### src/rtl/uart_rx_v_2.sv
// UART receiver: 2-FF input synchronizer, mid-bit sampling FSM and
// valid/ack word handshake. Reports framing errors and overruns.
module uart_rx_v_2 #(
    parameter int CLKRATE     = 1000000,
    parameter int BAUD        = 9600,
    parameter int WORD_LENGTH = 8
) (
    input  logic                   clk,
    input  logic                   rst,
    input  logic                   UART_Rx_IN,
    input  logic                   UART_Rx_ACK,
    output logic [WORD_LENGTH-1:0] Rx_DATA,
    output logic                   UART_Rx_VALID,
    output logic                   UART_Rx_FRAME_ERR,
    output logic                   UART_Rx_OVERRUN,
    output logic                   UART_Rx_BUSY
);
    localparam int BAUD_COUNTER_MAX  = CLKRATE / BAUD;
    localparam int HALF_BIT          = BAUD_COUNTER_MAX / 2;
    localparam int BAUD_COUNTER_SIZE = $clog2(BAUD_COUNTER_MAX);
    localparam int DATA_COUNTER_SIZE = $clog2(WORD_LENGTH + 1);

    localparam logic [BAUD_COUNTER_SIZE-1:0] BAUD_LAST = BAUD_COUNTER_SIZE'(BAUD_COUNTER_MAX - 1);
    localparam logic [BAUD_COUNTER_SIZE-1:0] HALF_LAST = BAUD_COUNTER_SIZE'(HALF_BIT - 1);
    localparam logic [BAUD_COUNTER_SIZE-1:0] BAUD_ZERO = '0;
    localparam logic [BAUD_COUNTER_SIZE-1:0] BAUD_ONE  = BAUD_COUNTER_SIZE'(1);
    localparam logic [DATA_COUNTER_SIZE-1:0] BITS_LAST = DATA_COUNTER_SIZE'(WORD_LENGTH - 1);
    localparam logic [DATA_COUNTER_SIZE-1:0] BITS_ZERO = '0;
    localparam logic [DATA_COUNTER_SIZE-1:0] BITS_ONE  = DATA_COUNTER_SIZE'(1);

    typedef enum logic [2:0] {
        IDLE      = 3'd0,
        START     = 3'd1,
        DATA      = 3'd2,
        STOP      = 3'd3,
        WAIT_HIGH = 3'd4
    } state_t;

    state_t                        r_state;
    state_t                        w_state_next;
    logic                          r_sync1;
    logic                          r_rx_s;
    logic [BAUD_COUNTER_SIZE-1:0]  r_baud_cnt;
    logic [BAUD_COUNTER_SIZE-1:0]  w_baud_next;
    logic [DATA_COUNTER_SIZE-1:0]  r_bit_cnt;
    logic [DATA_COUNTER_SIZE-1:0]  w_bit_next;
    logic [WORD_LENGTH-1:0]        r_shift;
    logic [WORD_LENGTH-1:0]        w_shift_next;
    logic                          w_good_stop;
    logic                          w_bad_stop;
    logic [WORD_LENGTH-1:0]        r_data;
    logic                          r_valid;
    logic                          r_frame_err;
    logic                          r_overrun;

    // Two-flop synchronizer; idles high so reset never looks like a start bit
    always_ff @(posedge clk or posedge rst) begin
        if (rst) begin
            r_sync1 <= 1'b1;
            r_rx_s  <= 1'b1;
        end else begin
            r_sync1 <= UART_Rx_IN;
            r_rx_s  <= r_sync1;
        end
    end

    // FSM state, baud/bit counters and shift register
    always_ff @(posedge clk or posedge rst) begin
        if (rst) begin
            r_state    <= IDLE;
            r_baud_cnt <= '0;
            r_bit_cnt  <= '0;
            r_shift    <= '0;
        end else begin
            r_state    <= w_state_next;
            r_baud_cnt <= w_baud_next;
            r_bit_cnt  <= w_bit_next;
            r_shift    <= w_shift_next;
        end
    end

    // Next-state logic: half-bit start qualification, then full-bit sampling
    always_comb begin
        w_state_next = r_state;
        w_baud_next  = r_baud_cnt;
        w_bit_next   = r_bit_cnt;
        w_shift_next = r_shift;
        w_good_stop  = 1'b0;
        w_bad_stop   = 1'b0;
        case (r_state)
            IDLE: begin
                if (!r_rx_s) begin
                    w_state_next = START;
                    w_baud_next  = BAUD_ZERO;
                end
            end
            START: begin
                if (r_baud_cnt == HALF_LAST) begin
                    w_baud_next = BAUD_ZERO;
                    w_bit_next  = BITS_ZERO;
                    // A start bit gone high by mid-bit is a glitch: drop it quietly
                    w_state_next = r_rx_s ? IDLE : DATA;
                end else begin
                    w_baud_next = r_baud_cnt + BAUD_ONE;
                end
            end
            DATA: begin
                if (r_baud_cnt == BAUD_LAST) begin
                    w_baud_next  = BAUD_ZERO;
                    w_shift_next = {r_rx_s, r_shift[WORD_LENGTH-1:1]};
                    w_bit_next   = r_bit_cnt + BITS_ONE;
                    if (r_bit_cnt == BITS_LAST) begin
                        w_state_next = STOP;
                    end
                end else begin
                    w_baud_next = r_baud_cnt + BAUD_ONE;
                end
            end
            STOP: begin
                if (r_baud_cnt == BAUD_LAST) begin
                    w_baud_next = BAUD_ZERO;
                    if (r_rx_s) begin
                        // Leave mid stop bit so a back-to-back start edge is not missed
                        w_good_stop  = 1'b1;
                        w_state_next = IDLE;
                    end else begin
                        w_bad_stop   = 1'b1;
                        w_state_next = WAIT_HIGH;
                    end
                end else begin
                    w_baud_next = r_baud_cnt + BAUD_ONE;
                end
            end
            WAIT_HIGH: begin
                // A held-low break must not retrigger, so wait for the line to recover
                if (r_rx_s) begin
                    w_state_next = IDLE;
                end
            end
            default: begin
                w_state_next = IDLE;
                w_baud_next  = BAUD_ZERO;
                w_bit_next   = BITS_ZERO;
            end
        endcase
    end

    // Word handshake: deliver good frames, track overruns, one-cycle frame error
    always_ff @(posedge clk or posedge rst) begin
        if (rst) begin
            r_data      <= '0;
            r_valid     <= 1'b0;
            r_frame_err <= 1'b0;
            r_overrun   <= 1'b0;
        end else begin
            r_frame_err <= w_bad_stop;
            if (w_good_stop) begin
                if (!r_valid || UART_Rx_ACK) begin
                    r_data  <= r_shift;
                    r_valid <= 1'b1;
                end else begin
                    r_overrun <= 1'b1;
                end
            end else if (UART_Rx_ACK && r_valid) begin
                r_valid   <= 1'b0;
                r_overrun <= 1'b0;
            end
        end
    end

    assign Rx_DATA           = r_data;
    assign UART_Rx_VALID     = r_valid;
    assign UART_Rx_FRAME_ERR = r_frame_err;
    assign UART_Rx_OVERRUN   = r_overrun;
    assign UART_Rx_BUSY      = (r_state != IDLE);

endmodule

### config.mk
export PLATFORM = sky130hd
export DESIGN_NAME = uart_rx_v_2
export DESIGN_NICKNAME = d
export VERILOG_FILES = /design/src/rtl/uart_rx_v_2.sv
export SDC_FILE = /design/constraint.sdc
export NUM_CORES = 1
export LEC_CHECK = 0
export ABC_AREA = 1
export BUFFER_PORTS_ARGS = -buffer_cell sky130_fd_sc_hd__buf_2
export CAP_MARGIN = 15
export CORE_MARGIN = 4
export CORE_UTILIZATION = 52
export CTS_CLUSTER_SIZE = 25
export DETAILED_ROUTE_END_ITERATION = 10
export HOLD_SLACK_MARGIN = 0.05
export PLACE_DENSITY_LB_ADDON = 0.3
export SLEW_MARGIN = 20
export SYNTH_ARGS = -nofsm -noshare
export SYNTH_HDL_FRONTEND = slang
export SYNTH_SLANG_ARGS = --single-unit
### constraint.sdc
create_clock -name clk -period 1.3 [get_ports clk]
set_input_delay 0.39 -clock clk [delete_from_list [all_inputs] [get_ports clk]]
set_output_delay 0.39 -clock clk [all_outputs]
set_load 0.05 [all_outputs]
* Word-level counts from Yosys, hierarchy flattened
Cells that the tools add are included.
** Storage, ports and cells
- Register bits :: 35
- Input bits :: 4
- Output and inout port bits :: 12
- Logic and storage cells :: 71
** Operators by class
- Add/subtract/negate cells :: 2
- Equal/unequal tests :: 15
- Muxes and demuxes :: 27
- Bitwise logic cells :: 2
- Reduce and logical (&&, ||, !) cells :: 15
** Operators with widths (count)
- $pmux 7 s4 :: 1
- $mux 3 :: 7
- $mux 7 :: 3
- $pmux 3 s5 :: 1
- $ne 2x2->1 const B :: 7
- $pmux 4 s3 :: 1
- $mux 1 :: 11
- $reduce_and 2->1 :: 5
- $mux 4 :: 2
- $add 7x1->7 const B :: 1
- $eq 7x6->1 const B :: 1
- $eq 7x7->1 const B :: 1
- $eq 3x2->1 const B :: 2
- $reduce_and 6->1 :: 1
- $add 4x1->4 const B :: 1
- $eq 4x3->1 const B :: 1
- $eq 3x1->1 const B :: 1
- $eq 3x3->1 const B :: 1
- $logic_not 3->1 :: 1
- $reduce_and 3->1 :: 1
- $reduce_bool 3->1 :: 1
- $reduce_or 3->1 :: 1
- $mux 2 :: 1
- $ne 2x1->1 const B :: 1
- other kinds (6) :: 7

* Depth between registers and ports, before layout
- Depth after elaboration :: 5
- Depth in mapped cells :: 9
- Depth with buffers taken out :: 9

* Worst setup path after synthesis
OpenSTA, ideal clock, no wires.
- Path type :: reg-to-output
- From :: reg r_state[1]
- To :: out UART_Rx_BUSY
- Arrival :: 0.983 ns
- Required time :: 0.910 ns
- Setup slack :: -0.073 ns
- Stages on the path, launching flop included :: 3
- Buffers on the path :: 0
- Cell sequence :: dfrtp_1 > nor2_1 > nand2_1
** Between the ends
- Word-level cells in the longest chain between the ends :: 1
** Ends and longest elaborated chain
- from (decl) :: line 39 : state_t r_state;
- from (signal assigned) :: line 75 : r_state <= w_state_next;
- $reduce_bool 3->1 :: line 175 : assign UART_Rx_BUSY = (r_state != IDLE);
- to (decl) :: line 16 : output logic UART_Rx_BUSY
No other way between the ends.

* Worst setup path after layout
- From :: reg r_state[2]
- To :: reg r_data[4] (netlist: Rx_DATA[4])
** Between the ends
- Word-level cells in the longest chain between the ends :: 3
** Ends and longest elaborated chain
- $eq 3x2->1 :: line 90 : case (r_state)
- $mux 1 :: line 90
- $reduce_and 2->1 (no source line)
- to (signal assigned) :: line 159 : r_data <= r_shift;
- to (decl) :: line 51 : logic [WORD_LENGTH-1:0] r_data;
No other way between the ends.
A chain may end at the register's enable or synchronous reset.

==> metrics.yaml <==
slew_headroom_pct: 76.7
synth_edf_count: 0
peakVddDrop_mv: 0.793
route.vias.total: 1979
r2r_end: "Rx_DATA[4]"
setup_viol: 42
area_growth_pct: 69.0
failed_checks: "negative setup slack"
cpMaxStageDelayCell: "dfrtp_1"
diodes: 0
crit_arrival_ns: 1.89
cp.required_ns: 1.58
p_leak_uw: 0.00137
hold_path_class: "primary input to asynchronous set/reset pin"
syn_nets: 214
syn_area_um2: 1720
max_freq_mhz: 622
finalCritPeriodShare_pct: 124
yosysWarnings: 0
crit_fanout: 8
fin_ws_ns: -0.309
dpl_worst_slack_ns: -0.123
netlist_instances: 208
syn_avg_cell_area_um2: 8.28
drc: 0
yosys-top-cells-area: "dfrtp_1 48%, nand2_1 13%, inv_1 6.3%, nor2_1 5.7%, o21ai_2 4.1%"
htree_levels: 2
synthArstFlopShare_pct: 100
multi_input_area_um2: 1040
cts_tree: "built"
final_nets: 298
cts.path.max_buffers: 2
regArea_um2: 881
timing.hold.ws_ns: 0.0186
cp-end-kind: "flip-flop"
core_um2: 3100
grt-ovfl-total: 0
slew_viol_final: 0
yosysMostFrequentCell: "nand2_1"
hold_viol: 0
first_global_vias: 1863
place_congestion: 0.819
cp_cell_sequence: "inv_2, buf_6, nand2_4, nor3_4, buf_6, nand3_4, o21ai_2"
grt_max_degree: 36
final_layout_size_suffix_gt1_share_pct: 57.7
power_density_nw_per_um2: 636
synth_cell_types: 24
fin_crit_ns: 1.61
synth.top_cells.by_count: "58 x nand2_1, 33 x dfrtp_1, 29 x inv_1, 26 x nor2_1, 12 x nand3_1"
critPathKind: "flip-flop to flip-flop"
clk_pin_slew_ns: 0.14
die_h_um: 65.5
cts-root-buf: "clkbuf_4"
fin_util_pct: 93.8
num_rows: 20
die_w_um: 65.5
rsz0062_at_grt: "true"
power.total_uw: 1850
hpwl_mm: 2.39
cts_buffers: 5
yosysSeqAreaShare_pct: 51.0
worst_pin_slew_ns: 0.348
totalWireLength_mm: 7.16
status: "finished, violations left"
r2r_slack_ns: -0.31
antenna_found_initial: 0
start_util_pct: 55.5
ant_nets: 0
drt_iter0_markers: 218
die_area_um2: 4300
drv_cap: 0
io_buffers: 15
synth_top_cell_by_area: "dfrtp_1"
fin_skew_ns: 0.0299
num-fill-cells: 95
via_per_inst: 5.87
crit_top_cell: "buf_6"
clk-insertion-delay-late_ns: 0.38
track_usage_pct: 28.2
r2r_start: "r_state[2]"
grt_pass1_wl_mm: 8.91
reg2reg_depth: 7
start_kind: "flip-flop"
synth.top_cell.area_share_pct: 48.0
postLayoutCellArea_um2: 2910
cts.sinks: 35
ctsHoldBuffers: 0
synthFlopType: "dfrtp_1"
placed_cell_area_um2: 2070
io_pins: 16
avgRoutedWirePerCell_um: 21.2
drt_first_pass_iters: 7
cp_slowest_stage_delay_ns: 0.41
synth-seq-cells: 35
## flip-flops by register name (all words and copies together) (netlist names)
name / count
r_rx_s: 1
UART_Rx_OVERRUN: 1
r_bit_cnt: 4
r_shift: 8
Rx_DATA: 8
r_baud_cnt: 7
UART_Rx_FRAME_ERR: 1
UART_Rx_VALID: 1
r_state: 3
r_sync1: 1
## logic make-up after synthesis
kind of cell               count (synthesis)  share of synthesized area (%)
AOI/OAI and AO/OA                         20                           7.70
xor gates and xnor gates                   2                           1.02
adders and majority gates                  2                           1.45
buffers and inverters                     33                           8.14
DFF                                       35                           51.0
and+or+nand+nor                          116                           30.7
## stage by stage
stage	std cells	TNS (ns)
floorplan	208	-0.0766
global placement	292	-0.758
detailed placement	292	-1.97
CTS	325	-2.73
global route	337	-8.89
finish	337	-6.56
## where the power goes
| group | internal, uW | leakage [uW] | switching (uW) |
|---|---|---|---|
| Combinational | 28.6 | 0.000872 | 48.7 |
| Sequential | 1100 | 0.000463 | 5.60 |
| Clock | 262 | 0.0000353 | 409 |
| Total | 1390 | 0.00137 | 463 |
## metal layers
layer  vias to the layer above  GRT usage, %  share of wire, %
met5                         -             0                 0
met4                         0          16.6               8.9
met3                        62          5.64               6.9
met2                       146          50.7                50
met1                       939          30.4                35
li1                        832             -                 -
## area by class of cell
class	instances	area share [%]
Tap cell	44	1.89
Timing Repair Buffer	77	25.5
Clock inverter	1	0.172
Inverter	31	4.69
Sequential cell	35	30.3
Clock buffer	7	1.89
Multi-Input combinational cell	142	35.6
## critical path: cells and delay by family, from the launching register on
kind,cells,cell delay [ns]
AOI/OAI and AO/OA,1,0.21
DFF,1,0.41
and+or+nand+nor,3,0.56
buffers and inverters,3,0.35
## placed cells by master (no fill, tap or decap), types with 6 or more instances in the layout
cell type  instances
buf_4             39
dfrtp_1           31
nand2_1           30
buf_6             30
inv_1             21
nand2_2           20
nor2_1            16
o21ai_2           13
nand2_4           11
nand4_1            8
nor2_4             7
nand3_1            6
## worst max-delay path by stage
stage / from / to / slack (ns) / cells after the start
after floorplan: r_baud_cnt[0] / Rx_DATA[3] / -0.04 / 9
after global placement: r_state[2] / Rx_DATA[0] / -0.05 / 6
after detailed placement: r_state[2] / Rx_DATA[0] / -0.12 / 6
after CTS: r_state[2] / UART_Rx_BUSY / -0.20 / 4
after global routing: r_state[2] / Rx_DATA[4] / -0.36 / 7
final: r_state[2] / Rx_DATA[4] / -0.31 / 7
## what timing repair did
item	4_1_cts	5_1_grt
gates cloned	2	0
endpoints found under the setup margin	42	45
setup buffers	23	15
pin swaps	28	20
gates resized for setup	96	43
(Power assumes the default switching activity.)
